**config.mk**
```make
export PLATFORM = sky130hd
export DESIGN_NAME = logic_gate_pipe
export DESIGN_NICKNAME = d
export VERILOG_FILES = /design/src/rtl/logic_gate_pkg.sv /design/src/rtl/logic_gate_pipe_fifo2.sv /design/src/rtl/logic_gate_pipe.sv
export SDC_FILE = /design/constraint.sdc
export NUM_CORES = 1
export LEC_CHECK = 0
export BUFFER_PORTS_ARGS = -buffer_cell sky130_fd_sc_hd__buf_4
export CAP_MARGIN = 20
export CELL_PAD_IN_SITES_DETAIL_PLACEMENT = 0
export CELL_PAD_IN_SITES_GLOBAL_PLACEMENT = 2
export CORE_MARGIN = 4
export CORE_UTILIZATION = 37
export DETAILED_ROUTE_END_ITERATION = 7
export PLACE_DENSITY = 0.86
export SLEW_MARGIN = 20
export SYNTH_ARGS = -nofsm -noshare
export SYNTH_HDL_FRONTEND = slang
export SYNTH_HIERARCHICAL = 1
export SYNTH_SLANG_ARGS = --single-unit
```
**constraint.sdc**
```tcl
create_clock -name clk -period 4.2 [get_ports clk]
set_clock_uncertainty 0.2 [all_clocks]
set_input_delay 0.84 -clock clk [delete_from_list [all_inputs] [get_ports clk]]
set_output_delay 0.84 -clock clk [all_outputs]
set_load 0.01 [all_outputs]
```
**src/rtl/logic_gate_pkg.sv**
```systemverilog
// Shared types and sizing constants for the logic_gate_pipe datapath.
package logic_gate_pkg;

  typedef enum logic [1:0] {
    GATE_AND  = 2'b00,
    GATE_OR   = 2'b01,
    GATE_XOR  = 2'b10,
    GATE_NAND = 2'b11
  } gate_op_e;

  localparam int unsigned GATE_FIFO_DEPTH = 2;
  localparam int unsigned GATE_CNT_W      = 16;

endpackage : logic_gate_pkg

```
**src/rtl/logic_gate_pipe_fifo2.sv**
```systemverilog
// gate_fifo2: two-entry synchronous FIFO with registered valid/ready flags.
// ready only depends on registered occupancy, so there is no path from pop.
module gate_fifo2
  import logic_gate_pkg::*;
#(
  parameter int unsigned W = 9
) (
  input  logic         clk,
  input  logic         rst_n,
  input  logic         push,
  input  logic [W-1:0] wdata,
  input  logic         pop,
  output logic [W-1:0] rdata,
  output logic         valid,
  output logic         ready
);

  localparam int unsigned PTR_W = (GATE_FIFO_DEPTH > 1) ? $clog2(GATE_FIFO_DEPTH) : 1;
  localparam int unsigned CNT_W = $clog2(GATE_FIFO_DEPTH + 1);

  logic [W-1:0]     mem [GATE_FIFO_DEPTH];
  logic [PTR_W-1:0] wr_ptr;
  logic [PTR_W-1:0] rd_ptr;
  logic [CNT_W-1:0] count;
  logic [CNT_W-1:0] count_nxt;
  logic             do_push;
  logic             do_pop;

  // Qualify requests against the registered flags and compute next occupancy.
  always_comb begin
    do_push   = push & ready;
    do_pop    = pop & valid;
    count_nxt = count + CNT_W'(do_push) - CNT_W'(do_pop);
  end

  // Storage, pointers, occupancy and registered status flags.
  always_ff @(posedge clk or negedge rst_n) begin
    if (!rst_n) begin
      for (int i = 0; i < int'(GATE_FIFO_DEPTH); i++) begin
        mem[i] <= '0;
      end
      wr_ptr <= '0;
      rd_ptr <= '0;
      count  <= '0;
      valid  <= 1'b0;
      ready  <= 1'b0;
    end else begin
      if (do_push) begin
        mem[wr_ptr] <= wdata;
        wr_ptr      <= wr_ptr + PTR_W'(1);
      end
      if (do_pop) begin
        rd_ptr <= rd_ptr + PTR_W'(1);
      end
      count <= count_nxt;
      valid <= (count_nxt != '0);
      ready <= (count_nxt != CNT_W'(GATE_FIFO_DEPTH));
    end
  end

  // Head entry is always presented; consumers qualify it with valid.
  assign rdata = mem[rd_ptr];

endmodule : gate_fifo2

```
**src/rtl/logic_gate_pipe.sv**
```systemverilog
// logic_gate_pipe: NUM_IN-operand bitwise AND/OR/XOR/NAND with a 2-entry
// valid/ready output FIFO. Optional accept counter under GATE_PIPE_STATS_EN.
module logic_gate_pipe
  import logic_gate_pkg::*;
#(
  parameter int unsigned WIDTH  = 8,
  parameter int unsigned NUM_IN = 2
) (
  input  logic                    clk,
  input  logic                    rst_n,
  input  logic                    in_valid,
  output logic                    in_ready,
  input  logic [NUM_IN*WIDTH-1:0] in_data,
  input  logic [1:0]              in_op,
  output logic                    out_valid,
  input  logic                    out_ready,
  output logic [WIDTH-1:0]        out_data,
  output logic                    out_zero
`ifdef GATE_PIPE_STATS_EN
  ,
  input  logic                    stats_clr,
  output logic [GATE_CNT_W-1:0]   acc_count
`endif
);

  logic [WIDTH-1:0] all_and;
  logic [WIDTH-1:0] any_or;
  logic [WIDTH-1:0] par_xor;
  logic [WIDTH-1:0] result;
  logic [WIDTH:0]   head;

  // Per-bit reduction across all operands, then select by op.
  always_comb begin
    all_and = '1;
    any_or  = '0;
    par_xor = '0;
    for (int unsigned k = 0; k < NUM_IN; k++) begin
      all_and = all_and & in_data[k*WIDTH +: WIDTH];
      any_or  = any_or  | in_data[k*WIDTH +: WIDTH];
      par_xor = par_xor ^ in_data[k*WIDTH +: WIDTH];
    end
    case (gate_op_e'(in_op))
      GATE_AND:  result = all_and;
      GATE_OR:   result = any_or;
      GATE_XOR:  result = par_xor;
      GATE_NAND: result = ~all_and;
      default:   result = all_and;
    endcase
  end

  // Result and its zero flag travel together through the FIFO.
  gate_fifo2 #(
    .W (WIDTH + 1)
  ) u_fifo (
    .clk   (clk),
    .rst_n (rst_n),
    .push  (in_valid),
    .wdata ({(result == '0), result}),
    .pop   (out_ready),
    .rdata (head),
    .valid (out_valid),
    .ready (in_ready)
  );

  assign out_data = head[WIDTH-1:0];
  assign out_zero = head[WIDTH];

`ifdef GATE_PIPE_STATS_EN
  // Saturating accept counter; clear has priority over a same-cycle accept.
  always_ff @(posedge clk or negedge rst_n) begin
    if (!rst_n) begin
      acc_count <= '0;
    end else if (stats_clr) begin
      acc_count <= '0;
    end else if (in_valid && in_ready && (acc_count != {GATE_CNT_W{1'b1}})) begin
      acc_count <= acc_count + GATE_CNT_W'(1);
    end
  end
`endif

endmodule : logic_gate_pipe

```
* After elaboration in Yosys (flattened, before gate mapping)
Cells that the tools add are included.
Cells by class: $add $sub $neg 4, $lt $le $gt $ge 3, equal/unequal tests 4, multiplexer cells 7, bitwise operators 8, reduce and logical (&&, ||, !) cells 4
Operator list (number):
- two-way mux 9 bit | 4
- one-hot mux 8 bit (4 select lines) | 1
- bitwise mux 18 bit | 1
- demux 9 bit (select 1 bit) | 1
- bitwise AND 8 bit | 1
- zero test 8 bit | 1
- inverter 8 bit | 1
- bitwise OR 8 bit | 1
- XOR 8 bit | 1
- equality test 2 bit, second input constant | 2
- >= comparator 2 bit, second input constant | 2
- inverter 1 -> 2 bit | 2
- adder 1 bit, second input constant | 2
- adder 2 x 1 -> 2 bit | 1
- bitwise AND 1 bit | 2
- equality test 2 x 1 -> 1 bit, second input constant | 1
- zero test 2 bit | 1
- less-than comparator 2 x 1 -> 1 bit, second input constant | 1
- inequality test 2 bit, second input constant | 1
- nonzero test 2 bit | 1
- subtractor 2 x 1 -> 2 bit | 1
- logical AND 1 bit | 1
Word-level totals: register bits after elaboration 24, input port bits 22, output and inout bits 11, word-level logic and storage cells 37

* Longest topological paths before layout
Gate-level depths: netlist (run 1).
depth after elaboration 6, depth in mapped cells 7, mapped depth without buffers 7

* Hierarchy
The synthesis (run 1) kept the hierarchy.
By module, submodules not included:
- gate_fifo2 | times used 1, cells an instance 68, area an instance 1054.8 um2
- logic_gate_pipe | times used 1, cells an instance 83, area an instance 564.3 um2

* Least setup slack after synthesis (run 1)
No wires, ideal clock.
path type input-to-reg, from input in_data[0], to register u_fifo/mem[8] in the netlist's numbering, library setup time 0.065 ns, arrival 1.963 ns, data required time 3.935 ns, setup slack 1.972 ns, cell stages on the path 7, cells stage by stage inv_1 > ha_1 > and2b_4 > o21ai_1 > o2111ai_1 > nor4_2 > mux2_2
Between the ends: longest elaborated chain between the ends 5, elaborated cells on any way between the ends 7
RTL lines:
- start, declared | line logic_gate_pipe.sv:13 | input logic [NUM_IN*WIDTH-1:0] in_data,
- bitwise AND 8 bit | line logic_gate_pipe.sv:38 | all_and = all_and & in_data[k*WIDTH +: WIDTH];
- inverter 8 bit | line logic_gate_pipe.sv:46 | GATE_NAND: result = ~all_and;
- one-hot mux 8 bit (4 select lines) (*) | line logic_gate_pipe.sv:42 | case (gate_op_e'(in_op))
- zero test 8 bit (*) | line logic_gate_pipe.sv:58 | .wdata ({(result == '0), result}),
- bitwise mux 18 bit (*) | line logic_gate_pipe_fifo2.sv:49 | mem[wr_ptr] <= wdata;
- end signal, assigned by index | line logic_gate_pipe_fifo2.sv:49
- end, declared | line logic_gate_pipe_fifo2.sv:21 | logic [W-1:0] mem [GATE_FIFO_DEPTH];
Every way passes the cells marked *; elsewhere a longest branch is shown, timed or not. A chain may end at the register's enable or synchronous reset.

* Final worst setup path (run 1)
from register u_fifo.rd_ptr, to output out_zero
Between the ends: longest elaborated chain between the ends 4
RTL lines:
- start, declared | line logic_gate_pipe_fifo2.sv:23 | logic [PTR_W-1:0] rd_ptr;
- start signal, assigned | line logic_gate_pipe_fifo2.sv:53 | rd_ptr <= rd_ptr + PTR_W'(1);
- inverter 1 -> 2 bit (implied by the code) | line logic_gate_pipe_fifo2.sv:62 | assign rdata = mem[rd_ptr];
- two-way mux 9 bit (implied by the code) (3 in a row) | line logic_gate_pipe_fifo2.sv:62
- end, declared | line logic_gate_pipe.sv:18 | output logic out_zero
No other way between the ends. The select of a mux whose other input is x is not followed.

==> out/metrics.csv, run 1 <==
metric,value,unit
Critical Path RT,3.16,ns
initial DRC count,29,
met1 Usage GRT,0.1653,
grt total ovfl,0,
Resized Gates After CTS,0,
endpoints failing setup,0,
routability-driven placement congestion ratio,0.7035,
remaining antenna violation count,0,
clock share of power,0.177,
Post-Syn Area,1619,µm²
maximum buffer depth of the clock tree,2,
post-route design area,1947,µm²
CTS Hold Buffers Added,0,
CTS buffer count,3,
Core Region,4115,µm²
Pint,0.0007767,W
# nets final,220,
largest net degree at the start of global routing,33,
leakage power,0.9807,nW
part of the power in registers,0.366,
Area growth syn-to-layout,20.25,%
via count,1134,
RSZ-0062 raised after global routing,no,
FF/Latch Area,600.6,µm²
Worst Path Max Fanout,10,
Die Height,74.15,µm
area of the multi-input gates,912.1,µm²
Final Critical Period,2.465,ns
Chip Width,74.15,µm
worst-path cell with the longest stage delay,dfrtp_1,
met2 usage,0.1969,
Detailed Place HPWL,2.389,mm
fill cell count,393,
cell count along the critical path,2,
crit end category,primary output,
biggest area consumer among synthesized cells,dfrtp_1,
clk_lat worst skew,0.26,ns
full die area,5498,µm²
Via density,4.930,
met3 GRT Util,0.01081,
Max Cap Violations,0,
reg2reg path depth,6,
number of flops mapped to enable cells by yosys,0,
clock sink count,24,
period utilisation layout,0.5869,
Crit Path Category,reg -> out,
GR peak layer,met2,
WL final,2.943,mm
Power Density,574.6,nW/µm²
Fin. Hold Viols,0,
"Primary FF master, synth",dfrtp_1,
post-synth top area share,0.3709,
"Seq/Total Area, Yosys",0.3709,
CTS clock-pin slew for the worst setup and hold paths,0.08,ns
vias in the first global route,1152,
Hold Crit Class,in -> async,
CP arrival,1.43,ns
CP Launch Type,flip-flop,
# rows,23,
CP cell instances,mux2_2 -> buf_4,
status,"finished, final reports clean",
crit path from,u_fifo/rd_ptr,
Worst-Margin Slew,0.6376,ns
"top cells by area, synth","dfrtp_1, ha_1, mux2_2",
yosys warns,6,
CP peak stage delay,0.61,ns
first-pass GRT wire length,5.230,mm
dpl cell area,1876,µm²
Synth Net Count,190,
fmax,405.7,MHz
syn_area_per_cell,10.72,µm²
share of layout cells above drive strength 1,0.3778,
worst reg2reg startpoint,u_fifo/ready,
IO Count,33,
commonest cells in the netlist,"dfrtp_1, mux2_2, nand2_1, ha_1, inv_1",
post-synth cell types,29,
Comb pwr share,0.457,
Yosys reg bits,24,
setup TNS,0,ns
initial antenna violation count,0,
Slew Limit Fails,0,
Sw Pwr,0.0003419,W
initial core utilization,0.3934,
post-synthesis cell count,151,
Post-CTS Setup Bufs,0,
PortBufs,32,
CTS Root Cell,clkbuf_8,
CP Capture Point,out_zero,
async set or reset register ratio after synthesis,1.000,
Routed WL per cell,12.80,µm
Slew HR,0.5749,
CP bufs+invs,1,
fin util,0.4731,
diodes inserted,0,
critical path's top delay family,flip-flops,
most frequent cell after synthesis,dfrtp_1,
TritonRoute pass-1 iters,4,
TritonCTS clock tree,built,
flop2flop setup slack,2.31,ns
VDD IR-drop max,175.8,µV
Switching Fraction,0.3056,
GRT Total Usage,0.1211,
DRC,0,
H-tree depth,1,
worst r2r dst,u_fifo/ready,
-- registers in the layout, summed over array words and instances, names as in the netlist --
register	cells
u_fifo/mem	18
u_fifo/count	2
u_fifo/rd_ptr	1
u_fifo/valid	1
u_fifo/ready	1
u_fifo/wr_ptr	1
-- metal layers --
metal  up-vias  wire length (µm)
met1       531              1422
met4         0                21
met2        20              1396
li1        581                 -
met3         2               101
met5         -                 0
-- placed cells by master (no fill, tap or decap), types with 2 or more instances in the layout --
cell	n
ha_1	17
mux2_2	18
o21ai_0	7
a211o_1	3
o211ai_1	6
dfrtp_1	24
o2111ai_1	4
buf_4	32
nor2_1	5
xor2_1	2
o21ai_1	2
nand2_1	18
clkbuf_8	3
mux2_4	9
inv_1	16
-- metrics by stage --
stage | setup WS [ns] | hold WS, ns | power [W] | std cells
4_1_cts | 1.717 | 0.2614 | 0.001135 | 230
6_report | 1.735 | 0.2589 | 0.001119 | 230
3_3_place_gp | 1.816 | 0.2761 | 0.0009103 | 226
3_5_place_dp | 1.749 | 0.2831 | 0.0009336 | 226
5_1_grt | 1.657 | 0.2751 | 0.001199 | 230
2_1_floorplan | 1.972 | 0.2598 | 0.0007539 | 151
-- worst min-delay path by stage --
stage          cells past startpoint  slack, ns              to
2_1_floorplan                      2       0.26   u_fifo/wr_ptr
3_3_place_gp                       2       0.28   u_fifo/wr_ptr
3_5_place_dp                       2       0.28   u_fifo/wr_ptr
4_1_cts                            1       0.26   u_fifo/mem[8]
5_1_grt                            1       0.28  u_fifo/mem[12]
6_report                           1       0.26  u_fifo/mem[12]
-- worst reg2reg max path, cell delays in order, from the launching register on --
cell,delay (ns)
dfrtp_1,0.41
nand2_2,0.12
xor2_1,0.18
ha_1,0.19
xor2_1,0.21
a31oi_1,0.10
or3_1,0.37
-- layout make-up --
type	count	share of cell area
Inverter	16	0.03085
Tap cell	50	0.03213
Sequential cell	24	0.3085
Clock buffer	3	0.02121
Multi-Input combinational cell	104	0.4685
Timing Repair Buffer	32	0.1234
Clock inverter	1	0.01542
-- power groups by stage --
stage	sequential, W	clock, W	combinational (W)
2_1_floorplan	0.000385	0	0.000369
3_3_place_gp	0.000409	0	0.000502
3_5_place_dp	0.000415	0	0.000519
4_1_cts	0.000410	0.000204	0.000520
5_1_grt	0.000425	0.000214	0.000560
6_report	0.000410	0.000198	0.000511
-- cell families after synthesis --
logic type,Yosys count,synth area share
AOI/OAI and AO/OA,26,0.1159
xor gates and xnor gates,3,0.01623
adders and majority gates,17,0.1314
buffers and inverters,23,0.06569
DFF,24,0.3709
muxes,27,0.2087
and+or+nand+nor,31,0.09120
No activity file was read; power rests on OpenSTA's default activity.
==> inputs of run 2 (changes only) <==
- ABC_AREA: unset -> 1
- CORE_UTILIZATION: 37 -> 32
- PLACE_DENSITY: 0.86 -> 0.81
- clock period: 4.2 -> 2.5 ns (I/O delays scaled with it)
==> out/metrics.csv, run 2 <==
metric,value,unit
via count,1432,
syn_area_per_cell,7.987,µm²
"Seq/Total Area, Yosys",0.3313,
Post-CTS Setup Bufs,0,
TritonRoute pass-1 iters,5,
Post-Syn Area,1813,µm²
DRC,0,
initial DRC count,59,
IO Count,33,
commonest cells in the netlist,"nand2_1, inv_1, dfrtp_1, ha_1, nand3_1",
status,"finished, final reports clean",
Slew HR,0.7661,
post-synth top area share,0.3313,
Hold Crit Class,reg -> reg,
Slew Limit Fails,0,
full die area,6934,µm²
Via density,4.326,
TritonCTS clock tree,built,
Synth Net Count,266,
most frequent cells in the layout,"nand2_1, inv_1, buf_4, dfrtp_1, ha_1",
diodes inserted,0,
biggest area consumer among synthesized cells,dfrtp_1,
Area growth syn-to-layout,18.91,%
vias in the first global route,1343,
maximum buffer depth of the clock tree,2,
initial antenna violation count,0,
share of layout cells above drive strength 1,0.2625,
Top Registers,"u_fifo/mem x18, u_fifo/count x2",
Routed WL per cell,10.53,µm
# nets final,299,
min setup slack post-route,0.5169,ns
CTS clock-pin slew for the worst setup and hold paths,0.08,ns
endpoints failing setup,0,
hold slack,0.2856,ns
Worst-Margin Slew,0.3487,ns
period utilisation layout,0.7932,
VDD IR-drop max,412.7,µV
Max Cap Violations,0,
post-synth cell types,25,
Place WS,0.5813,ns
max reg flops,18,
first-pass GRT wire length,6.265,mm
PortBufs,32,
Critical Path RT,1.80,ns
fill cell count,583,
crit end category,primary output,
yosys warns,6,
Detailed Place HPWL,2.659,mm
largest net degree at the start of global routing,25,
CTS buffer count,3,
"Primary FF master, synth",dfrtp_1,
"most common cell after layout, fill and taps aside",nand2_1,
WL final,3.485,mm
Power Density,835.8,nW/µm²
Die Height,83.27,µm
clk_lat worst skew,0.26,ns
number of flops mapped to enable cells by yosys,0,
Chip Width,83.27,µm
# rows,27,
RSZ-0062 raised after global routing,no,
fmax,504.3,MHz
Crit Path Category,reg -> out,
Core Region,5507,µm²
GRT Total Usage,0.1080,
Worst Path Max Fanout,10,
post-synthesis cell count,227,
"top cells by area, synth","dfrtp_1, nand2_1, ha_1",
CP Launch Type,flip-flop,
Final Critical Period,1.983,ns
async set or reset register ratio after synthesis,1.000,
H-tree depth,1,
fin util,0.3915,
routability-driven placement congestion ratio,0.6705,
CP arrival,1.28,ns
remaining antenna violation count,0,
Resized Gates After CTS,0,
Yosys reg bits,24,
most frequent cell after synthesis,nand2_1,
setup TNS,0,ns
clock sink count,24,
CTS Root Cell,clkbuf_8,
Largest Register,u_fifo/mem,
initial core utilization,0.3292,
grt total ovfl,0,
leakage power,1.146,nW
Fin. Hold Viols,0,
==> run 2: per-layer routing <==
metal,global-route usage,vias up,wire (µm)
met4,0.04012,0,28
li1,-,763,-
met1,0.1427,637,1672
met2,0.1786,30,1614
met5,0,-,0
met3,0.01488,2,169
==> run 2: what timing repair did <==
item | in CTS | in global routing
endpoints found under the setup margin | 0 | 0
hold buffers | 1 | 0
hold endpoints to repair | 24 | 0
==> run 2: logic make-up after synthesis <==
| logic type | count (synthesis) | synth area share |
|---|---|---|
| AND/OR/NAND/NOR | 115 | 0.3361 |
| adder cells (fa/ha/maj) | 17 | 0.1173 |
| buffers and inverters | 52 | 0.1422 |
| AO/OA/AOI/OAI | 18 | 0.06832 |
| XOR/XNOR | 1 | 0.004832 |
| flip-flops | 24 | 0.3313 |
==> run 2: final timing paths <==
path                       cells after the start            from  slack (ns)        endpoint
min in group asynchronous                      2           rst_n        0.47  u_fifo/mem[16]
setup / recovery                               4   u_fifo/rd_ptr        0.52     out_data[4]
hold reg to reg                                2  u_fifo/mem[12]        0.29  u_fifo/mem[12]
max in group asynchronous                      2           rst_n        1.40  u_fifo/mem[13]
setup reg to reg                              11    u_fifo/ready        0.91    u_fifo/ready
hold / removal                                 2  u_fifo/mem[12]        0.29  u_fifo/mem[12]
==> run 2: final cells by class <==
cell class                      instances  area [µm²]  area share
Multi-Input combinational cell        151       954.7      0.4428
Sequential cell                        24       600.6      0.2786
Timing Repair Buffer                   35       265.3      0.1230
Inverter                               45       173.9     0.08067
Tap cell                               72       90.09     0.04179
Clock buffer                            3       41.29     0.01915
Clock inverter                          1       30.03     0.01393
==> run 2: critical path: stages, from the launching register on <==
cell and delay (ns):
dfrtp_1 0.36, clkinv_1 0.30, nand2_1 0.14, nand2_1 0.08
buf_4 0.14
==> run 2: where the power goes <==
group          internal, W  switching (W)
Combinational     0.000355       0.000473
Clock             0.000214       0.000119
Sequential        0.000555      0.0000862
Total              0.00112       0.000678
==> run 2: stage by stage <==
step	std cells	total power (W)	instance area [µm²]
after detailed placement	326	0.001493	2074
after global routing	331	0.001991	2156
after global placement	326	0.001481	2074
final	331	0.001802	2156
after CTS	331	0.001840	2156
after floorplan	227	0.001208	1813
==> inputs of run 3 (changes only) <==
- clock period: 2.5 -> 2 ns (I/O delays scaled with it)
==> out/metrics.csv, run 3 (same netlist as run 2, synthesis figures left out) <==
metric,value,unit
worst-path cell with the longest stage delay,dfrtp_1,
hold slack,0.2154,ns
full die area,6934,µm²
largest net degree at the start of global routing,25,
CP cell instances,clkinv_1 -> buf_4 -> nand2_1 -> nand2_1 -> buf_4,
"most common cell after layout, fill and taps aside",nand2_1,
Largest Register,u_fifo/mem,
setup TNS,0,ns
Final Critical Period,1.723,ns
maximum buffer depth of the clock tree,2,
status,"finished, final reports clean",
Worst Hold End,u_fifo/wr_ptr,
TritonCTS clock tree,built,
CP peak stage delay,0.35,ns
# nets final,301,
via count,1448,
Hold Crit Class,in -> reg,
crit end category,primary output,
Max Cap Violations,0,
worst r2r dst,u_fifo/ready,
Resized Gates After CTS,0,
TritonRoute pass-1 iters,4,
Via density,4.361,
hold_sp,in_valid,
most frequent cells in the layout,"nand2_1, inv_1, buf_4, dfrtp_1, ha_1",
flop2flop setup slack,0.42,ns
vias in the first global route,1300,
first-pass GRT wire length,6.078,mm
initial antenna violation count,0,
CTS clock-pin slew for the worst setup and hold paths,0.08,ns
share of layout cells above drive strength 1,0.2654,
IO Count,33,
critical path's top delay family,buffers and inverters,
fin util,0.3888,
Fin. Hold Viols,0,
grt total ovfl,0,
WL final,3.466,mm
Detailed Place HPWL,2.729,mm
Worst Path Max Fanout,6,
Critical Path RT,1.40,ns
RSZ-0062 raised after global routing,no,
# rows,27,
CP Launch Type,flip-flop,
Worst-Margin Slew,0.3028,ns
initial DRC count,60,
GRT Total Usage,0.1038,
PortBufs,32,
Power Density,998.2,nW/µm²
period utilisation layout,0.8617,
Die Height,83.27,µm
reg2reg path depth,11,
clock sink count,24,
Slew HR,0.7981,
routability-driven placement congestion ratio,0.6772,
Chip Width,83.27,µm
clk_lat worst skew,0.26,ns
Crit Path Category,reg -> out,
CP arrival,1.12,ns
H-tree depth,1,
CTS Root Cell,clkbuf_8,
endpoints failing setup,0,
Slew Limit Fails,0,
Core Region,5507,µm²
CP bufs+invs,3,
hold path cells,4,
worst reg2reg startpoint,u_fifo/ready,
CTS buffer count,3,
VDD IR-drop max,414.5,µV
remaining antenna violation count,0,
max reg flops,18,
Area growth syn-to-layout,18.08,%
Top Registers,"u_fifo/mem x18, u_fifo/count x2",
diodes inserted,0,
initial core utilization,0.3292,
DRC,0,
Routed WL per cell,10.44,µm
leakage power,1.141,nW
fmax,580.2,MHz
[run 3: how the worst max path moves through the flow]
stage,to,cells past startpoint,start,slack (ns)
after global placement,u_fifo/mem[8],10,in_data[3],0.17
after detailed placement,u_fifo/mem[8],10,in_data[3],0.17
after CTS,out_data[2],5,u_fifo/rd_ptr,0.26
after global routing,out_zero,5,u_fifo/rd_ptr,0.16
after floorplan,u_fifo/mem[8],9,in_data[7],0.39
final,out_data[2],5,u_fifo/rd_ptr,0.28
[run 3: metal layers]
metal	wire length [µm]	track usage	vias up
met5	0	0	-
met4	46	0.03566	0
met3	154	0.01091	4
met2	1481	0.1647	31
met1	1783	0.1462	648
li1	-	-	765
[run 3: tightest hold or removal path, cell delays in order]
cell and delay [ns]:
buf_4 0.08, nand2_2 0.06, nand2_1 0.06, nand2_1 0.04
[run 3: cell type report]
class,count,area (µm²)
Clock buffer,3,41.29
Fill cell,588,3366
Inverter,45,173.9
Multi-Input combinational cell,151,954.7
Sequential cell,24,600.6
Tap cell,72,90.09
Timing Repair Buffer,37,280.3
[run 3: what timing repair did]
item                                   CTS  global route
buffers inserted                         0             0
hold buffers                             1             0
endpoints found under the hold margin   24             0
[run 3: through the flow]
stage | instances | worst slack, ns | instance area [µm²] | power, W
3_3_place_gp | 328 | 0.1705 | 2090 | 0.001883
4_1_cts | 332 | 0.2616 | 2141 | 0.002177
6_report | 332 | 0.2765 | 2141 | 0.002137
5_1_grt | 332 | 0.1603 | 2141 | 0.002357
3_5_place_dp | 328 | 0.1703 | 2090 | 0.001897
2_1_floorplan | 227 | 0.3913 | 1813 | 0.001509
[run 3: where the power goes]
part	switching (W)	total, W	internal [W]	leakage, nW
clock network	0.000140	0.000275	0.000134	0.0216
logic	0.000591	0.00106	0.000470	0.823
registers	0.000108	0.000802	0.000694	0.296
